File: src/rtl/pipe_hazard_ctrl.sv
// Fetch/decode/execute sequencing controller: load-use stalls, branch flush,
// multi-cycle strided ops and convolution-engine waits with timeout.
module pipe_hazard_ctrl #(
  parameter int unsigned CONV_TIMEOUT = 1024,
  parameter int unsigned CNT_W        = 16
) (
  input  logic             clk,
  input  logic             reset,
  input  logic             dec_valid,
  input  logic [4:0]       dec_rA,
  input  logic [4:0]       dec_rB,
  input  logic             dec_use_rA,
  input  logic             dec_use_rB,
  input  logic [2:0]       dec_strd_cyc,
  input  logic             dec_conv_en,
  input  logic             ex_ldr,
  input  logic [4:0]       ex_rD,
  input  logic             b_taken,
  input  logic             conv_done,
  output logic             stall_pc,
  output logic             stall_fd,
  output logic             flush_fd,
  output logic             bubble_dx,
  output logic             hold_dx,
  output logic             ex_busy,
  output logic             conv_err,
  output logic [CNT_W-1:0] stall_cnt,
  output logic [1:0]       state
);

  localparam logic [1:0] RUN       = 2'd0;
  localparam logic [1:0] MULTI     = 2'd1;
  localparam logic [1:0] CONV_WAIT = 2'd2;

  localparam int unsigned    TO_W    = (CONV_TIMEOUT > 1) ? $clog2(CONV_TIMEOUT) : 1;
  localparam logic [TO_W-1:0] TO_LAST = TO_W'(CONV_TIMEOUT - 1);

  logic [2:0]      cyc_cnt;
  logic [TO_W-1:0] to_cnt;
  logic            load_use;
  logic            issue;

  assign load_use = ex_ldr && (ex_rD != 5'd0) &&
                    ((dec_use_rA && (dec_rA == ex_rD)) ||
                     (dec_use_rB && (dec_rB == ex_rD)));

  assign issue   = dec_valid && !stall_pc && !b_taken;
  assign ex_busy = (state != RUN);

  // Branch flush outranks the load-use stall; the busy states ignore both.
  always_comb begin
    stall_pc  = 1'b0;
    stall_fd  = 1'b0;
    flush_fd  = 1'b0;
    bubble_dx = 1'b0;
    hold_dx   = 1'b0;
    if (!reset) begin
      if (state == RUN) begin
        if (b_taken) begin
          flush_fd  = 1'b1;
          bubble_dx = 1'b1;
        end else if (load_use) begin
          stall_pc  = 1'b1;
          stall_fd  = 1'b1;
          bubble_dx = 1'b1;
        end
      end else begin
        stall_pc = 1'b1;
        stall_fd = 1'b1;
        hold_dx  = 1'b1;
      end
    end
  end

  always_ff @(posedge clk) begin
    if (reset) begin
      state     <= RUN;
      cyc_cnt   <= '0;
      to_cnt    <= '0;
      conv_err  <= 1'b0;
      stall_cnt <= '0;
    end else begin
      if (stall_pc && (stall_cnt != '1))
        stall_cnt <= stall_cnt + CNT_W'(1);
      case (state)
        RUN: begin
          if (issue) begin
            if (dec_conv_en) begin
              state  <= CONV_WAIT;
              to_cnt <= '0;
            end else if (dec_strd_cyc >= 3'd2) begin
              state   <= MULTI;
              cyc_cnt <= dec_strd_cyc - 3'd1;
            end
          end
        end
        MULTI: begin
          cyc_cnt <= cyc_cnt - 3'd1;
          if (cyc_cnt == 3'd1)
            state <= RUN;
        end
        CONV_WAIT: begin
          if (conv_done) begin
            state <= RUN;
          end else if (to_cnt == TO_LAST) begin
            conv_err <= 1'b1;
            state    <= RUN;
          end else begin
            to_cnt <= to_cnt + TO_W'(1);
          end
        end
        default: state <= RUN;
      endcase
    end
  end

endmodule

File: config.mk
export PLATFORM = sky130hd
export DESIGN_NAME = pipe_hazard_ctrl
export DESIGN_NICKNAME = d
export VERILOG_FILES = /design/src/rtl/pipe_hazard_ctrl.sv
export SDC_FILE = /design/constraint.sdc
export NUM_CORES = 1
export LEC_CHECK = 0
export CAP_MARGIN = 15
export CORE_UTILIZATION = 44
export CTS_CLUSTER_SIZE = 10
export DETAILED_ROUTE_END_ITERATION = 10
export GPL_ROUTABILITY_DRIVEN = 0
export GPL_TIMING_DRIVEN = 0
export PLACE_DENSITY = 0.76
export SYNTH_ARGS = -nofsm -noshare
export SYNTH_HDL_FRONTEND = slang
export SYNTH_SLANG_ARGS = --single-unit
File: constraint.sdc
create_clock -name clk -period 2 [get_ports clk]
set_clock_uncertainty 0.05 [all_clocks]
set_input_delay 0.4 -clock clk [delete_from_list [all_inputs] [get_ports clk]]
set_output_delay 0.4 -clock clk [all_outputs]
set_load 0.02 [all_outputs]
-- Word-level counts from Yosys, hierarchy flattened
Cells that the tools add are included.
- logic and storage cells: 74
- output and inout bits: 25
- input port bits: 27
- bits in registers: 32
- mux-type cells: 28
- equal/unequal tests: 16
- magnitude comparators: 1
- bitwise gates (word level): 1
- $add $sub $neg: 4
- reductions and logical operators: 19
- operator list (cell ; number):
    10-bit two-way mux ; 4
    10-bit one-hot mux with 2 select lines ; 1
    16-bit by 1-bit adder with 16-bit output (second input constant) ; 1
    16-bit != test (second input constant) ; 1
    1-bit two-way mux ; 12
    2-bit two-way mux ; 6
    2-bit != test (second input constant) ; 6
    10-bit by 1-bit adder with 10-bit output (second input constant) ; 1
    10-bit == test (second input constant) ; 1
    5-bit == test ; 2
    3-bit two-way mux ; 3
    4-bit AND reduction ; 2
    1-bit logical AND ; 7
    2-bit one-hot mux with 3 select lines ; 1
    3-bit one-hot mux with 2 select lines ; 1
    2-bit nonzero test ; 3
    3-bit by 1-bit subtractor with 3-bit output (second input constant) ; 2
    5-bit AND reduction ; 1
    5-bit nonzero test ; 1
    3-bit by 1-bit == test with 1-bit output (second input constant) ; 1
    3-bit by 2-bit >= comparator with 1-bit output (second input constant) ; 1
    3-bit by 2-bit != test with 1-bit output (second input constant) ; 1
    3-bit != test (second input constant) ; 1
    3-bit AND reduction ; 1
    7 further kinds ; 8

-- Longest topological paths before layout
Gate-level depths: netlist of the first run.
- depth in word-level cells: 13
- depth in mapped cells: 8
- gate-level depth less buffers: 8

-- Least setup slack after synthesis of the first run
Ideal clock, no wire load.
- path type: register -> output
- start point: reg state[0]
- end point: out stall_pc
- cell stages (with the launch flop): 8
- data arrival time: 1868 ps
- path buffers: 3
- slack: -318 ps
- data required time: 1550 ps
- path through: dfxtp_1 -> clkbuf_1 -> nor2_1 -> nor2_1 -> a31oi_2 -> buf_4 -> inv_1 -> buf_4
- longest elaborated chain between the ends: 3
- ends and longest elaborated chain (what ; RTL line ; RTL):
    from (decl) ; 28 ; output logic [1:0] state
    from (signal assigned) ; 77 ; state <= RUN;
    from (signal assigned) ; 89 ; state <= CONV_WAIT;
    from (signal assigned) ; 92 ; state <= MULTI;
    2-bit zero test ; 58 ; if (state == RUN) begin
    1-bit two-way mux (2 in a row) ; n/a ;
    to (decl) ; 20 ; output logic stall_pc,
Every way passes these cells.

-- Worst setup path in the final report of the first run
- start point: in ex_rD[2]
- end point: out stall_pc
- longest elaborated chain between the ends: 8
- elaborated cells on any way between the ends: 12
- those cells by class: 2 x eq/ne; 4 x mux; 6 x reduce/logical
- ends and longest elaborated chain (what ; RTL line ; RTL):
    from (decl) ; 17 ; input logic [4:0] ex_rD,
    5-bit == test, on equally long branches ; 44, 45 ;
    1-bit logical AND, on equally long branches ; 44, 45 ;
    1-bit logical OR ; 44 ; ((dec_use_rA && (dec_rA == ex_rD)) ||
    1-bit logical AND * ; 43 ; assign load_use = ex_ldr && (ex_rD != 5'd0) &&
    1-bit two-way mux * ; 62 ; end else if (load_use) begin
    1-bit two-way mux * ; 59 ; if (b_taken) begin
    1-bit two-way mux * ; 58 ;
    1-bit two-way mux * ; 57 ; if (!reset) begin
Mark *: on every way between the ends. The rest lies on a longest branch, timed or not.

==> results of run 1 <==
## per-layer routing
layer	wire length [um]	GRT usage
met1	2850	0.338
met4	235	0.117
met2	3630	0.436
met3	477	0.0559
met5	0	0
## power by group through the flow
| stage | clock network (W) | registers, W | logic (W) |
|---|---|---|---|
| 2_1_floorplan | 0 | 0.000668 | 0.000124 |
| 3_3_place_gp | 0 | 0.000666 | 0.000230 |
| 3_5_place_dp | 0 | 0.000666 | 0.000234 |
| 4_1_cts | 0.000626 | 0.000651 | 0.000269 |
| 5_1_grt | 0.000661 | 0.000651 | 0.000376 |
| 6_report | 0.000619 | 0.000651 | 0.000354 |
## area by class of cell
cell class	instances	area, um^2	share of cell area
plain buffers	11	95.1	0.0277
clock buffers	6	72.6	0.0211
clock inverters	2	35.0	0.0102
inverters	9	37.5	0.0109
multi-input cells	189	1700	0.495
flip-flops and latches	32	653	0.190
well taps	50	62.6	0.0182
repair buffers	79	782	0.227
## worst reg2reg max path, cell delays in order (launching register included)
cell and delay, ps:
sky130_fd_sc_hd__dfxtp_1 470, sky130_fd_sc_hd__nand3_1 200, sky130_fd_sc_hd__nor3_4 280, sky130_fd_sc_hd__and4_1 280
sky130_fd_sc_hd__buf_6 210, sky130_fd_sc_hd__buf_6 240, sky130_fd_sc_hd__o31ai_4 90, sky130_fd_sc_hd__a21oi_1 200
## flip-flops by register name, summed over array words and instances, names as in the netlist
name	cells
cyc_cnt	3
stall_cnt	16
conv_err	1
state	2
to_cnt	10
## Yosys cell counts (2+ instances only)
master,instances,share of area
sky130_fd_sc_hd__a21oi_2,2,0.0089
sky130_fd_sc_hd__mux2_2,5,0.029
sky130_fd_sc_hd__a31o_2,2,0.0089
sky130_fd_sc_hd__o311ai_0,3,0.013
sky130_fd_sc_hd__nand3_1,12,0.031
sky130_fd_sc_hd__o21ai_0,4,0.010
sky130_fd_sc_hd__ha_1,6,0.038
sky130_fd_sc_hd__nand2b_1,4,0.013
sky130_fd_sc_hd__nand2_1,24,0.046
sky130_fd_sc_hd__nand4b_1,2,0.0089
sky130_fd_sc_hd__a21oi_1,21,0.053
sky130_fd_sc_hd__nor3_1,7,0.018
sky130_fd_sc_hd__nor2_1,19,0.036
sky130_fd_sc_hd__nor4b_1,2,0.0089
sky130_fd_sc_hd__xnor2_1,11,0.049
sky130_fd_sc_hd__mux2i_1,5,0.025
sky130_fd_sc_hd__a41oi_1,2,0.0089
sky130_fd_sc_hd__buf_2,3,0.0076
sky130_fd_sc_hd__nor2b_1,5,0.016
sky130_fd_sc_hd__and3_1,2,0.0064
sky130_fd_sc_hd__or4_1,7,0.027
sky130_fd_sc_hd__a211oi_1,3,0.011
sky130_fd_sc_hd__nor4_1,6,0.019
sky130_fd_sc_hd__buf_4,2,0.0076
sky130_fd_sc_hd__o41ai_1,4,0.018
sky130_fd_sc_hd__a31oi_1,2,0.0064
sky130_fd_sc_hd__and2_1,3,0.0095
sky130_fd_sc_hd__dfxtp_1,32,0.33
sky130_fd_sc_hd__inv_1,9,0.017
sky130_fd_sc_hd__nand4_1,8,0.025
sky130_fd_sc_hd__o31ai_1,4,0.015
sky130_fd_sc_hd__a311oi_1,3,0.013
sky130_fd_sc_hd__clkbuf_1,6,0.011
## logic make-up (layout without fill, tap and decap cells)
| kind of cell | after synthesis | in the layout | share of synthesized area |
|---|---|---|---|
| flip-flops | 32 | 32 | 0.326 |
| adder cells (fa/ha/maj) | 6 | 6 | 0.0382 |
| AND/OR/NAND/NOR | 105 | 105 | 0.281 |
| multiplexers | 10 | 10 | 0.0541 |
| XOR/XNOR | 11 | 11 | 0.0490 |
| buffers and inverters | 21 | 107 | 0.0458 |
| AO/OA/AOI/OAI | 57 | 57 | 0.207 |
## timing repair
item                                    in CTS  in global routing
hold buffers                                 0                  0
gates resized for setup                    113                 66
buffers inserted                            11                 17
pin swaps                                   34                 41
endpoints found under the setup margin      36                 34
cloned                                       0                  2
## metrics by stage
step                      worst slack [ps]  area, um^2
after floorplan                       -291        1990
after global routing                  -410        3440
after global placement               -1430        2550
final                                 -376        3440
after detailed placement             -1420        2550
after CTS                             -386        2980
## how the worst min path moves through the flow
stage / from / slack (ps) / cells after the start / end
finish: conv_err / 430 / 2 / conv_err
global route: stall_cnt[2] / 480 / 1 / stall_cnt[2]
CTS: conv_err / 440 / 2 / conv_err
detailed placement: conv_err / 420 / 2 / conv_err
global placement: conv_err / 410 / 2 / conv_err
floorplan: cyc_cnt[1] / 410 / 2 / cyc_cnt[1]
==> tab_implementation.tex, run 1 <==
\begin{tabular}{lr}
\hline
Metric & Value \\
\hline
\multicolumn{2}{l}{\textbf{Layout}} \\
\quad Area delta synth->final & 74.8\% \\
\quad Util after Layout & 0.830 \\
\quad Share of post-route cells with drive strength above 1 & 0.405 \\
\quad Leading cell types in the layout, fill and taps excluded & sky130\_fd\_sc\_hd\_\_clkdlybuf4s50\_1 (28), sky130\_fd\_sc\_hd\_\_dfxtp\_1 (24), sky130\_fd\_sc\_hd\_\_nand2\_1 (21) \\
\quad Filler-free cell count of the finished design & 378 \\
\quad Most common library cell in the layout ignoring fill and taps & sky130\_fd\_sc\_hd\_\_clkdlybuf4s50\_1 \\
\quad Antenna fix cells & 0 \\
\quad Net count of the finished layout & 360 \\
\quad Filler instances & 238 \\
\multicolumn{2}{l}{\textbf{Synth}} \\
\quad Cell area after technology mapping & 1970 um\^{}2 \\
\quad Yosys warning total & 0 \\
\quad Avg Cell Area, Syn & 8.13 um\^{}2 \\
\quad Yosys reg bits & 32 \\
\quad Synth cell types & 45 \\
\quad Sequential share of the synthesized area & 0.326 \\
\quad Async set-or-reset flop fraction in the synthesized netlist & 0 \\
\quad Synthesized netlist net count & 275 \\
\quad EDFF count, synth & 0 \\
\quad Most common flop cell mapped by yosys & sky130\_fd\_sc\_hd\_\_dfxtp\_1 \\
\quad Post-synthesis cell count & 242 \\
\multicolumn{2}{l}{\textbf{Floorplan}} \\
\quad Core outline area & 4140 um\^{}2 \\
\quad Initial cell density of the core & 0.475 \\
\quad Die span in x & 68.9 um \\
\quad Vert. Die Dim & 68.9 um \\
\quad DIE AREA & 4740 um\^{}2 \\
\quad I/O pin cnt & 52 \\
\quad Number of placement rows & 23 \\
\multicolumn{2}{l}{\textbf{Setup path}} \\
\quad Number of cells on the worst reg-to-reg path & 7 \\
\quad Worst path required time & 1550 ps \\
\quad Kind of cell with the highest combined delay on the critical path & buffers and inverters \\
\quad CP Launch Point & ex\_rD[2] \\
\quad Sort of element at the end of the critical path & output pin \\
\quad Internal reg-to-reg setup slack & -110 ps \\
\quad Kind of launch point of the worst setup path & input pin \\
\quad End of the worst register-to-register path & stall\_cnt[3] \\
\quad Number of buffers and inverters on the critical path & 5 \\
\quad Library cell contributing the largest single delay on the critical path & sky130\_fd\_sc\_hd\_\_or4\_4 \\
\quad Worst-path cell chain & buf\_8, or4\_4, o21a\_4, a31oi\_4, buf\_6, clkinvlp\_4, buf\_6, buf\_6 \\
\quad CP Depth & 8 \\
\quad Most Frequent Cell on Critical Path & sky130\_fd\_sc\_hd\_\_buf\_6 \\
\quad Crit path DAT & 1930 ps \\
\quad Top fanout value on the critical path & 4 \\
\quad Type of the setup path with the least slack & in -> out \\
\quad Destination of the critical timing path & stall\_pc \\
\quad Longest individual stage delay on the worst path & 530 ps \\
\quad Worst R2R Start & stall\_cnt[8] \\
\multicolumn{2}{l}{\textbf{Power and ir drop}} \\
\quad Overall power after layout & 0.00162 W \\
\quad Worst VDD drop & 0.000377 V \\
\quad Fraction of power spent switching nets & 0.265 \\
\quad Power per standard cell area & 472 nW/um\^{}2 \\
\quad Combinational Power Share & 0.218 \\
\quad Total internal power & 0.00119 W \\
\quad Clock network power share & 0.381 \\
\quad Seq pwr share & 0.401 \\
\quad Psw & 0.000431 W \\
\quad Leakage & 1.24 nW \\
\multicolumn{2}{l}{\textbf{Drt}} \\
\quad DRC violations left & 0 \\
\quad Post-Route WL & 7190 um \\
\quad TritonRoute pass-1 iters & 5 \\
\quad First-iteration detailed-routing DRC count & 212 \\
\quad Vias per inst & 6.26 \\
\quad Final routed wire length divided by cell count & 19.0 um \\
\quad Vias after detailed routing & 2366 \\
\quad Number of nets still failing antenna checks after routing & 0 \\
\multicolumn{2}{l}{\textbf{Timing}} \\
\quad Final hold slack & 433 ps \\
\quad Max Clk Rate & 421 MHz \\
\quad Unrepaired setup endpoints after global routing & true \\
\quad Final Critical Period & 2380 ps \\
\quad Sum Neg Setup Slack & -5580 ps \\
\quad Final setup vio count & 33 \\
\quad Hold Fails Final Rpt & 0 \\
\quad Setup slack of the critical path after layout & -376 ps \\
\quad Part of the cycle the worst path needs & 1.19 \\
\quad Normalized max-slew margin & 0.459 \\
\quad Transition at the pin with the smallest max-transition slack & 810 ps \\
\quad Pins Over Slew Limit & 0 \\
\multicolumn{2}{l}{\textbf{GRT}} \\
\quad Antenna violations before repair & 0 \\
\quad Wire length of the first global-routing pass & 9280 um \\
\quad Via count of the first global-routing pass & 1931 \\
\quad Overall fraction of global-route tracks in use & 0.268 \\
\quad Total grt overflow & 0 \\
\quad Largest net degree at the start of global routing & 11 \\
\multicolumn{2}{l}{\textbf{Outcome}} \\
\quad Result of the run & complete, but fails checks \\
\quad Violations in the final reports & setup timing \\
\multicolumn{2}{l}{\textbf{Hold path}} \\
\quad Type of the tightest min-delay check & reg -> reg \\
\multicolumn{2}{l}{\textbf{Clock tree}} \\
\quad Maximum number of buffers from clock root to sink & 2 \\
\quad \# H-tree levels & 2 \\
\quad Number of buffers created by CTS & 5 \\
\quad Clock-pin slew on the worst setup and hold paths & 70 ps \\
\quad Clock root buffer master & sky130\_fd\_sc\_hd\_\_clkbuf\_8 \\
\quad CTS tree & built \\
\quad Clock latency on the worst-skew pair & 290 ps \\
\quad Clock Sink Count & 32 \\
\multicolumn{2}{l}{\textbf{Placed design}} \\
\quad Inst Count DP & 342 \\
\quad Quantity of I/O buffers inserted on ports & 50 \\
\quad Detailed placement HPWL & 3650 um \\
\multicolumn{2}{l}{\textbf{Run}} \\
\quad Number of violations of the max-capacitance limit & 0 \\
\hline
\end{tabular}
(Power assumes the default switching activity.)
==> run 2: changes to the inputs <==
Settings changed: ABC_AREA set to 1, CORE_UTILIZATION 44 to 46, PLACE_DENSITY 0.76 to 0.77.
==> run 2 against run 1 <==
- the flow now finishes without violations
- utilization fell by 20 points
- first-iteration DRC count fell by 25%
- global-route usage fell by 3.4 points
- maximum frequency rose by 23%
- critical path depth did not move
- synthesized cell count rose by 49%
- cell count rose by 29%
- combinational power rose to 4.3 times the previous value
- power rose by 84%
- critical path type unchanged
==> tab_implementation.tex, run 2 <==
\begin{tabular}{lr}
\hline
Metric & Value \\
\hline
\multicolumn{2}{l}{\textbf{Power and ir drop}} \\
\quad Overall power after layout & 0.00300 W (+84\%) \\
\quad Seq pwr share & 0.322 (-0.079) \\
\quad Worst VDD drop & 0.000487 V (+29\%) \\
\quad Clock network power share & 0.174 (-0.207) \\
\quad Power per standard cell area & 997 nW/um\^{}2 (+110\%) \\
\quad Fraction of power spent switching nets & 0.442 (+0.177) \\
\quad Leakage & 1.30 nW (+5.2\%) \\
\quad Total internal power & 0.00167 W (+40\%) \\
\quad Combinational Power Share & 0.503 (+0.285) \\
\quad Psw & 0.00132 W (+210\%) \\
\multicolumn{2}{l}{\textbf{Drt}} \\
\quad Final routed wire length divided by cell count & 11.8 um (-38\%) \\
\quad Vias per inst & 5.07 (-19\%) \\
\quad First-iteration detailed-routing DRC count & 159 (-25\%) \\
\quad DRC violations left & 0 (unchanged) \\
\quad TritonRoute pass-1 iters & 4 (-1) \\
\quad Post-Route WL & 5790 um (-19\%) \\
\quad Number of nets still failing antenna checks after routing & 0 (unchanged) \\
\quad Vias after detailed routing & 2480 (+4.8\%) \\
\multicolumn{2}{l}{\textbf{Layout}} \\
\quad Largest registers & stall\_cnt (16), to\_cnt (10), cyc\_cnt (3) \\
\quad Largest register FFs & 16 (unchanged) \\
\quad Leading cell types in the layout, fill and taps excluded & sky130\_fd\_sc\_hd\_\_nand2\_1 (85), sky130\_fd\_sc\_hd\_\_nor2\_1 (40), sky130\_fd\_sc\_hd\_\_nand3\_1 (39) \\
\quad Share of post-route cells with drive strength above 1 & 0.199 (-0.206) \\
\quad Net count of the finished layout & 454 (+26\%) \\
\quad Util after Layout & 0.632 (-0.198) \\
\quad Register with the highest flop count & stall\_cnt \\
\quad Antenna fix cells & 0 (unchanged) \\
\quad Filler instances & 459 (+93\%) \\
\quad Area delta synth->final & 32.1\% \\
\quad Most common library cell in the layout ignoring fill and taps & sky130\_fd\_sc\_hd\_\_nand2\_1 \\
\multicolumn{2}{l}{\textbf{Synth}} \\
\quad Most common flop cell mapped by yosys & sky130\_fd\_sc\_hd\_\_dfxtp\_1 \\
\quad Avg Cell Area, Syn & 6.32 um\^{}2 (-22\%) \\
\quad Top area cells in the synthesized netlist & sky130\_fd\_sc\_hd\_\_dfxtp\_1 (28\%), sky130\_fd\_sc\_hd\_\_nand2\_1 (14\%), sky130\_fd\_sc\_hd\_\_nand3\_1 (9.0\%) \\
\quad Synthesized netlist net count & 393 (+43\%) \\
\quad Synth cell types & 30 (-33\%) \\
\quad Top cell types by occurrence after synthesis & sky130\_fd\_sc\_hd\_\_nand2\_1 (86), sky130\_fd\_sc\_hd\_\_nor2\_1 (45), sky130\_fd\_sc\_hd\_\_inv\_1 (42) \\
\quad Async set-or-reset flop fraction in the synthesized netlist & 0 (unchanged) \\
\quad Yosys reg bits & 32 (unchanged) \\
\quad EDFF count, synth & 0 (unchanged) \\
\quad Yosys warning total & 0 (unchanged) \\
\quad Most instantiated library cell after synthesis & sky130\_fd\_sc\_hd\_\_nand2\_1 \\
\quad Sequential share of the synthesized area & 0.282 (-0.0441) \\
\quad Fraction of synthesized cell area taken by the top area cell type & 0.282 (-0.0441) \\
\quad Post-synthesis cell count & 360 (+49\%) \\
\quad Cell area after technology mapping & 2270 um\^{}2 (+16\%) \\
\quad Biggest area consumer among synthesized cells & sky130\_fd\_sc\_hd\_\_dfxtp\_1 \\
\multicolumn{2}{l}{\textbf{Hold path}} \\
\quad Type of the tightest min-delay check & reg -> reg \\
\quad Number of cells on the worst hold path & 2 (unchanged) \\
\multicolumn{2}{l}{\textbf{Timing}} \\
\quad Final Critical Period & 1930 ps (-450 ps) \\
\quad Hold Fails Final Rpt & 0 (unchanged) \\
\quad Normalized max-slew margin & 0.697 (+0.239) \\
\quad Transition at the pin with the smallest max-transition slack & 454 ps (-355 ps) \\
\quad Max Clk Rate & 519 MHz (+23\%) \\
\quad Final hold slack & 425 ps (-7.72 ps) \\
\quad Final setup vio count & 0 (-100\%) \\
\quad Pins Over Slew Limit & 0 (unchanged) \\
\quad Setup slack of the critical path after layout & 74.5 ps (+450 ps) \\
\quad Sum Neg Setup Slack & 0 ps (+5580 ps) \\
\quad Part of the cycle the worst path needs & 0.963 (-0.225) \\
\multicolumn{2}{l}{\textbf{Setup path}} \\
\quad Worst path required time & 1550 ps (about the same) \\
\quad Crit path DAT & 1480 ps (-450 ps) \\
\quad Top fanout value on the critical path & 3 (-1) \\
\quad Type of the setup path with the least slack & in -> out \\
\quad Sort of element at the end of the critical path & output pin \\
\quad Number of cells on the worst reg-to-reg path & 11 (+4) \\
\quad Kind of launch point of the worst setup path & input pin \\
\multicolumn{2}{l}{\textbf{Outcome}} \\
\quad Result of the run & finished, final reports clean \\
\multicolumn{2}{l}{\textbf{Clock tree}} \\
\quad \# H-tree levels & 2 (unchanged) \\
\quad Clock-pin slew on the worst setup and hold paths & 70 ps (about the same) \\
\quad CTS tree & built \\
\quad Number of buffers created by CTS & 5 (unchanged) \\
\quad Clock root buffer master & sky130\_fd\_sc\_hd\_\_clkbuf\_8 \\
\quad Maximum number of buffers from clock root to sink & 2 (unchanged) \\
\quad Clock Sink Count & 32 (unchanged) \\
\quad Clock latency on the worst-skew pair & 280 ps (about the same) \\
\multicolumn{2}{l}{\textbf{Placed design}} \\
\quad Worst slack after detailed placement & -1090 ps (+333 ps) \\
\quad Detailed placement HPWL & 4170 um (+14\%) \\
\quad Quantity of I/O buffers inserted on ports & 51 (+2.0\%) \\
\multicolumn{2}{l}{\textbf{Floorplan}} \\
\quad Number of placement rows & 25 (+8.7\%) \\
\quad Initial cell density of the core & 0.478 (+0.00378) \\
\quad Vert. Die Dim & 72.3 um (+5.0\%) \\
\quad Core outline area & 4750 um\^{}2 (+15\%) \\
\quad Die span in x & 72.3 um (+5.0\%) \\
\quad I/O pin cnt & 52 (unchanged) \\
\quad DIE AREA & 5230 um\^{}2 (+10\%) \\
\multicolumn{2}{l}{\textbf{GRT}} \\
\quad Antenna violations before repair & 0 (unchanged) \\
\quad Via count of the first global-routing pass & 2229 (+15\%) \\
\quad Largest net degree at the start of global routing & 11 (unchanged) \\
\quad Wire length of the first global-routing pass & 9630 um (+3.7\%) \\
\quad Overall fraction of global-route tracks in use & 0.233 (-0.0344) \\
\quad Total grt overflow & 0 (unchanged) \\
\multicolumn{2}{l}{\textbf{Run}} \\
\quad Number of violations of the max-capacitance limit & 0 (unchanged) \\
\hline
\end{tabular}
## run 2: cell count changes in the layout (fill, tap and decap cells not counted), sizes merged, moves of 6 or more
cell    delta
a21oi      +7
buf       -25
clkbuf     +9
inv       +37
nand2     +68
nand3     +30
nor2      +34
nor4       -6
o21ai     +11
or4        -7
xor2       +9
## run 2: path summary, 6_finish.rpt
check / to / startpoint / slack [ps]
setup / recovery: stall_pc / ex_ldr / 70
hold / removal: conv_err / conv_err / 430
setup reg to reg: to_cnt[3] / to_cnt[0] / 130
hold reg to reg: conv_err / conv_err / 430
## run 2: kinds of logic after synthesis
logic type                 synth area share
adders and majority gates            0.0330
AOI/OAI and AO/OA                     0.127
and+or+nand+nor                       0.395
xor gates and xnor gates             0.0578
buffers and inverters                 0.106
DFF                                   0.282
## run 2: final cells by class
type / instances / area [um^2] / share of cell area
clock buffer: 8 / 90.1 / 0.0300
inverter: 45 / 169 / 0.0562
buffer: 12 / 100 / 0.0333
sequential: 32 / 646 / 0.215
tap: 67 / 83.8 / 0.0279
multi-input combinational: 271 / 1470 / 0.488
timing repair buffer: 54 / 449 / 0.149
## run 2: metal layers
metal,part of all wire,global-route usage
met5,0,0
met4,0.016,0.0806
met3,0.049,0.0375
met2,0.48,0.417
met1,0.45,0.281
## run 2: power groups by stage
stage               Sequential [W]  Clock, W  Combinational, W
global placement          0.000950         0           0.00142
CTS                       0.000949  0.000527           0.00148
global route              0.000987  0.000555           0.00167
finish                    0.000965  0.000522           0.00151
floorplan                 0.000958         0          0.000994
detailed placement        0.000955         0           0.00145
## run 2: worst max-delay path, stage by stage
cell                              delay [ps]
sky130_fd_sc_hd__clkdlybuf4s50_1         450
sky130_fd_sc_hd__o21ai_1                  70
sky130_fd_sc_hd__inv_2                    80
sky130_fd_sc_hd__nand3_4                  80
sky130_fd_sc_hd__o21ai_4                  80
sky130_fd_sc_hd__buf_6                   130
sky130_fd_sc_hd__buf_6                    80
sky130_fd_sc_hd__buf_6                   100
## run 2: timing repair
| action | in CTS | in global routing |
|---|---|---|
| resized for setup | 59 | 45 |
| buffers inserted | 2 | 1 |
| hold buffers | 0 | 0 |
| endpoints found under the setup margin | 17 | 23 |
| pin swaps | 9 | 19 |
## run 2: through the flow
stage	instances	cell area (um^2)
after CTS	488	2990
after floorplan	360	2270
after global routing	489	3010
after global placement	478	2870
after detailed placement	478	2870
final	489	3010
==> run 3: changes to the inputs <==
Settings changed: PLACE_DENSITY 0.77 to 0.82.
==> run 3 against run 2 <==
- register-to-register slack worse by 30 ps
- via count increased by 0.36%
- power shrank 1.2%
- utilization decreased by 0.53 points
- combinational power about the same
- count of clock-buffer cells in the layout decreased by 2
- global-route usage down 0.21 points
- critical path depth did not move
- maximum frequency is 1.9% lower
- sequential power down 1%
- critical endpoint unchanged
==> tab_implementation.tex, run 3 (synthesis gave the netlist of run 2 again) <==
\begin{tabular}{lr}
\hline
Metric & Value \\
\hline
\multicolumn{2}{l}{\textbf{Setup path}} \\
\quad Kind of launch point of the worst setup path & input pin \\
\quad Type of the setup path with the least slack & in -> out \\
\quad Internal reg-to-reg setup slack & 100 ps (-30 ps) \\
\quad Number of cells on the worst reg-to-reg path & 9 (-2) \\
\quad Longest individual stage delay on the worst path & 460 ps (about the same) \\
\quad Library cell contributing the largest single delay on the critical path & sky130\_fd\_sc\_hd\_\_clkdlybuf4s50\_1 \\
\quad End of the worst register-to-register path & stall\_cnt[10] \\
\quad Top fanout value on the critical path & 3 (unchanged) \\
\quad Kind of cell with the highest combined delay on the critical path & buffers and inverters \\
\quad Worst path required time & 1550 ps (about the same) \\
\quad Number of buffers and inverters on the critical path & 5 (unchanged) \\
\quad Worst-path cell chain & clkdlybuf4s50\_1, o21ai\_1, inv\_1, nand3\_2, o21ai\_4, buf\_6, buf\_6, buf\_6 \\
\quad Sort of element at the end of the critical path & output pin \\
\quad Most Frequent Cell on Critical Path & sky130\_fd\_sc\_hd\_\_buf\_6 \\
\quad Worst R2R Start & stall\_cnt[0] \\
\quad Crit path DAT & 1510 ps (+30 ps) \\
\multicolumn{2}{l}{\textbf{Hold path}} \\
\quad Worst hold endpoint & conv\_err \\
\quad Hold path startpoint & conv\_err \\
\quad Number of cells on the worst hold path & 2 (unchanged) \\
\quad Type of the tightest min-delay check & reg -> reg \\
\multicolumn{2}{l}{\textbf{GRT}} \\
\quad Antenna violations before repair & 0 (unchanged) \\
\quad Wire length of the first global-routing pass & 9480 um (-1.5\%) \\
\quad Largest net degree at the start of global routing & 11 (unchanged) \\
\quad Via count of the first global-routing pass & 2176 (-2.4\%) \\
\quad Overall fraction of global-route tracks in use & 0.231 (-0.00214) \\
\quad Total grt overflow & 0 (unchanged) \\
\multicolumn{2}{l}{\textbf{Floorplan}} \\
\quad Number of placement rows & 25 (unchanged) \\
\quad Vert. Die Dim & 72.3 um (unchanged) \\
\quad Initial cell density of the core & 0.478 (unchanged) \\
\quad Core outline area & 4750 um\^{}2 (unchanged) \\
\quad DIE AREA & 5230 um\^{}2 (unchanged) \\
\quad I/O pin cnt & 52 (unchanged) \\
\quad Die span in x & 72.3 um (unchanged) \\
\multicolumn{2}{l}{\textbf{Drt}} \\
\quad Vias after detailed routing & 2489 (+0.36\%) \\
\quad DRC violations left & 0 (unchanged) \\
\quad Post-Route WL & 5970 um (+3.1\%) \\
\quad First-iteration detailed-routing DRC count & 155 (-2.5\%) \\
\quad Vias per inst & 5.07 (about the same) \\
\quad Number of nets still failing antenna checks after routing & 0 (unchanged) \\
\quad TritonRoute pass-1 iters & 4 (unchanged) \\
\quad Final routed wire length divided by cell count & 12.2 um (+2.7\%) \\
\multicolumn{2}{l}{\textbf{Layout}} \\
\quad Antenna fix cells & 0 (unchanged) \\
\quad Filler instances & 478 (+4.1\%) \\
\quad Largest register FFs & 16 (unchanged) \\
\quad Area delta synth->final & 31.0\% \\
\quad Area of all placed cells without fillers & 2980 um\^{}2 (-0.83\%) \\
\quad Share of post-route cells with drive strength above 1 & 0.191 (-0.00801) \\
\quad Most common library cell in the layout ignoring fill and taps & sky130\_fd\_sc\_hd\_\_nand2\_1 \\
\quad Util after Layout & 0.627 (-0.00526) \\
\quad Register with the highest flop count & stall\_cnt \\
\quad Net count of the finished layout & 457 (+0.66\%) \\
\quad Largest registers & stall\_cnt (16), to\_cnt (10), cyc\_cnt (3) \\
\quad Leading cell types in the layout, fill and taps excluded & sky130\_fd\_sc\_hd\_\_nand2\_1 (86), sky130\_fd\_sc\_hd\_\_nor2\_1 (43), sky130\_fd\_sc\_hd\_\_inv\_1 (40), sky130\_fd\_sc\_hd\_\_nand3\_1 (40), sky130\_fd\_sc\_hd\_\_dfxtp\_1 (30) \\
\multicolumn{2}{l}{\textbf{Timing}} \\
\quad Transition at the pin with the smallest max-transition slack & 429 ps (-24.7 ps) \\
\quad Normalized max-slew margin & 0.714 (+0.0165) \\
\quad Final setup vio count & 0 (unchanged) \\
\quad Sum Neg Setup Slack & 0 ps (unchanged) \\
\quad Final Critical Period & 1960 ps (+36.6 ps) \\
\quad Part of the cycle the worst path needs & 0.981 (+0.0183) \\
\quad Hold Fails Final Rpt & 0 (unchanged) \\
\quad Max Clk Rate & 510 MHz (-1.9\%) \\
\quad Pins Over Slew Limit & 0 (unchanged) \\
\quad Final hold slack & 424 ps (-0.817 ps) \\
\multicolumn{2}{l}{\textbf{Clock tree}} \\
\quad Maximum number of buffers from clock root to sink & 2 (unchanged) \\
\quad Clock latency on the worst-skew pair & 280 ps (about the same) \\
\quad Clock root buffer master & sky130\_fd\_sc\_hd\_\_clkbuf\_8 \\
\quad Number of buffers created by CTS & 5 (unchanged) \\
\quad Clock Sink Count & 32 (unchanged) \\
\quad CTS tree & built \\
\quad \# H-tree levels & 2 (unchanged) \\
\quad Post-CTS Hold Buffers & 0 (unchanged) \\
\quad Clock-pin slew on the worst setup and hold paths & 60 ps (about the same) \\
\multicolumn{2}{l}{\textbf{Outcome}} \\
\quad Result of the run & finished, final reports clean \\
\multicolumn{2}{l}{\textbf{Placed design}} \\
\quad Detailed placement HPWL & 4180 um (+0.21\%) \\
\quad Placed instance area & 2870 um\^{}2 (unchanged) \\
\quad Quantity of I/O buffers inserted on ports & 51 (unchanged) \\
\multicolumn{2}{l}{\textbf{Power and ir drop}} \\
\quad Leakage & 1.32 nW (+1.0\%) \\
\quad Worst VDD drop & 0.000364 V (-25\%) \\
\quad Power per standard cell area & 993 nW/um\^{}2 (-0.34\%) \\
\multicolumn{2}{l}{\textbf{Run}} \\
\quad Number of violations of the max-capacitance limit & 0 (unchanged) \\
\hline
\end{tabular}
-- run 3: cell count changes in the layout (fill, tap and decap cells not counted), moves of 2 or more --
cell,previous run,this run
sky130_fd_sc_hd__nor2_2,10,7
sky130_fd_sc_hd__buf_4,3,8
sky130_fd_sc_hd__inv_1,38,40
sky130_fd_sc_hd__nor2_1,40,43
sky130_fd_sc_hd__inv_2,7,5
-- run 3: worst min-delay path: stages, from the launching register on --
cell and delay (ps):
sky130_fd_sc_hd__dfxtp_1 330, sky130_fd_sc_hd__nor2_1 50, sky130_fd_sc_hd__nor2_1 70
-- run 3: metal layers --
| layer | up-vias | GRT usage | wire (um) |
|---|---|---|---|
| li1 | 1278 | - | - |
| met1 | 1138 | 0.298 | 2700 |
| met2 | 69 | 0.389 | 2940 |
| met3 | 4 | 0.0514 | 292 |
| met4 | 0 | 0.0588 | 42 |
| met5 | - | 0 | 0 |
-- run 3: worst max-delay path by stage --
stage / start / slack [ps] / cells past startpoint / to
detailed placement: ex_rD[3] / -1080 / 12 / stall_pc
floorplan: stall_cnt[1] / 160 / 9 / stall_cnt[3]
global route: stall_cnt[0] / -20 / 10 / stall_cnt[15]
CTS: dec_rA[3] / -10 / 11 / stall_pc
finish: ex_ldr / 40 / 8 / stall_pc
global placement: ex_rD[4] / -1050 / 12 / stall_pc
-- run 3: cell type report --
cell class / count / area [um^2] / area share
inverters: 45 / 169 / 0.0567
clock inverters: 1 / 5.00 / 0.00168
clock buffers: 6 / 72.6 / 0.0243
multi-input cells: 271 / 1440 / 0.482
flip-flops and latches: 32 / 646 / 0.217
well taps: 67 / 83.8 / 0.0281
plain buffers: 12 / 100 / 0.0336
repair buffers: 57 / 469 / 0.157
-- run 3: timing repair --
action,in CTS,in global routing
pin swaps,9,19
buffers inserted,3,3
gates resized for setup,61,38
setup endpoints to repair,25,25
-- run 3: per-stage QoR --
step                total power [W]  setup slack [ps]  cells
CTS                         0.00291             -13.2    488
global route                0.00319             -18.7    491
detailed placement          0.00240             -1080    478
floorplan                   0.00195               158    360
global placement            0.00237             -1050    478
finish                      0.00296              37.9    491
-- run 3: report_power, final --
part / internal (W) / leakage [nW] / switching [W]
sequential: 0.000792 / 0.261 / 0.000160
clock: 0.000236 / 0.0410 / 0.000230
combinational: 0.000623 / 1.02 / 0.000918
total: 0.00165 / 1.32 / 0.00131
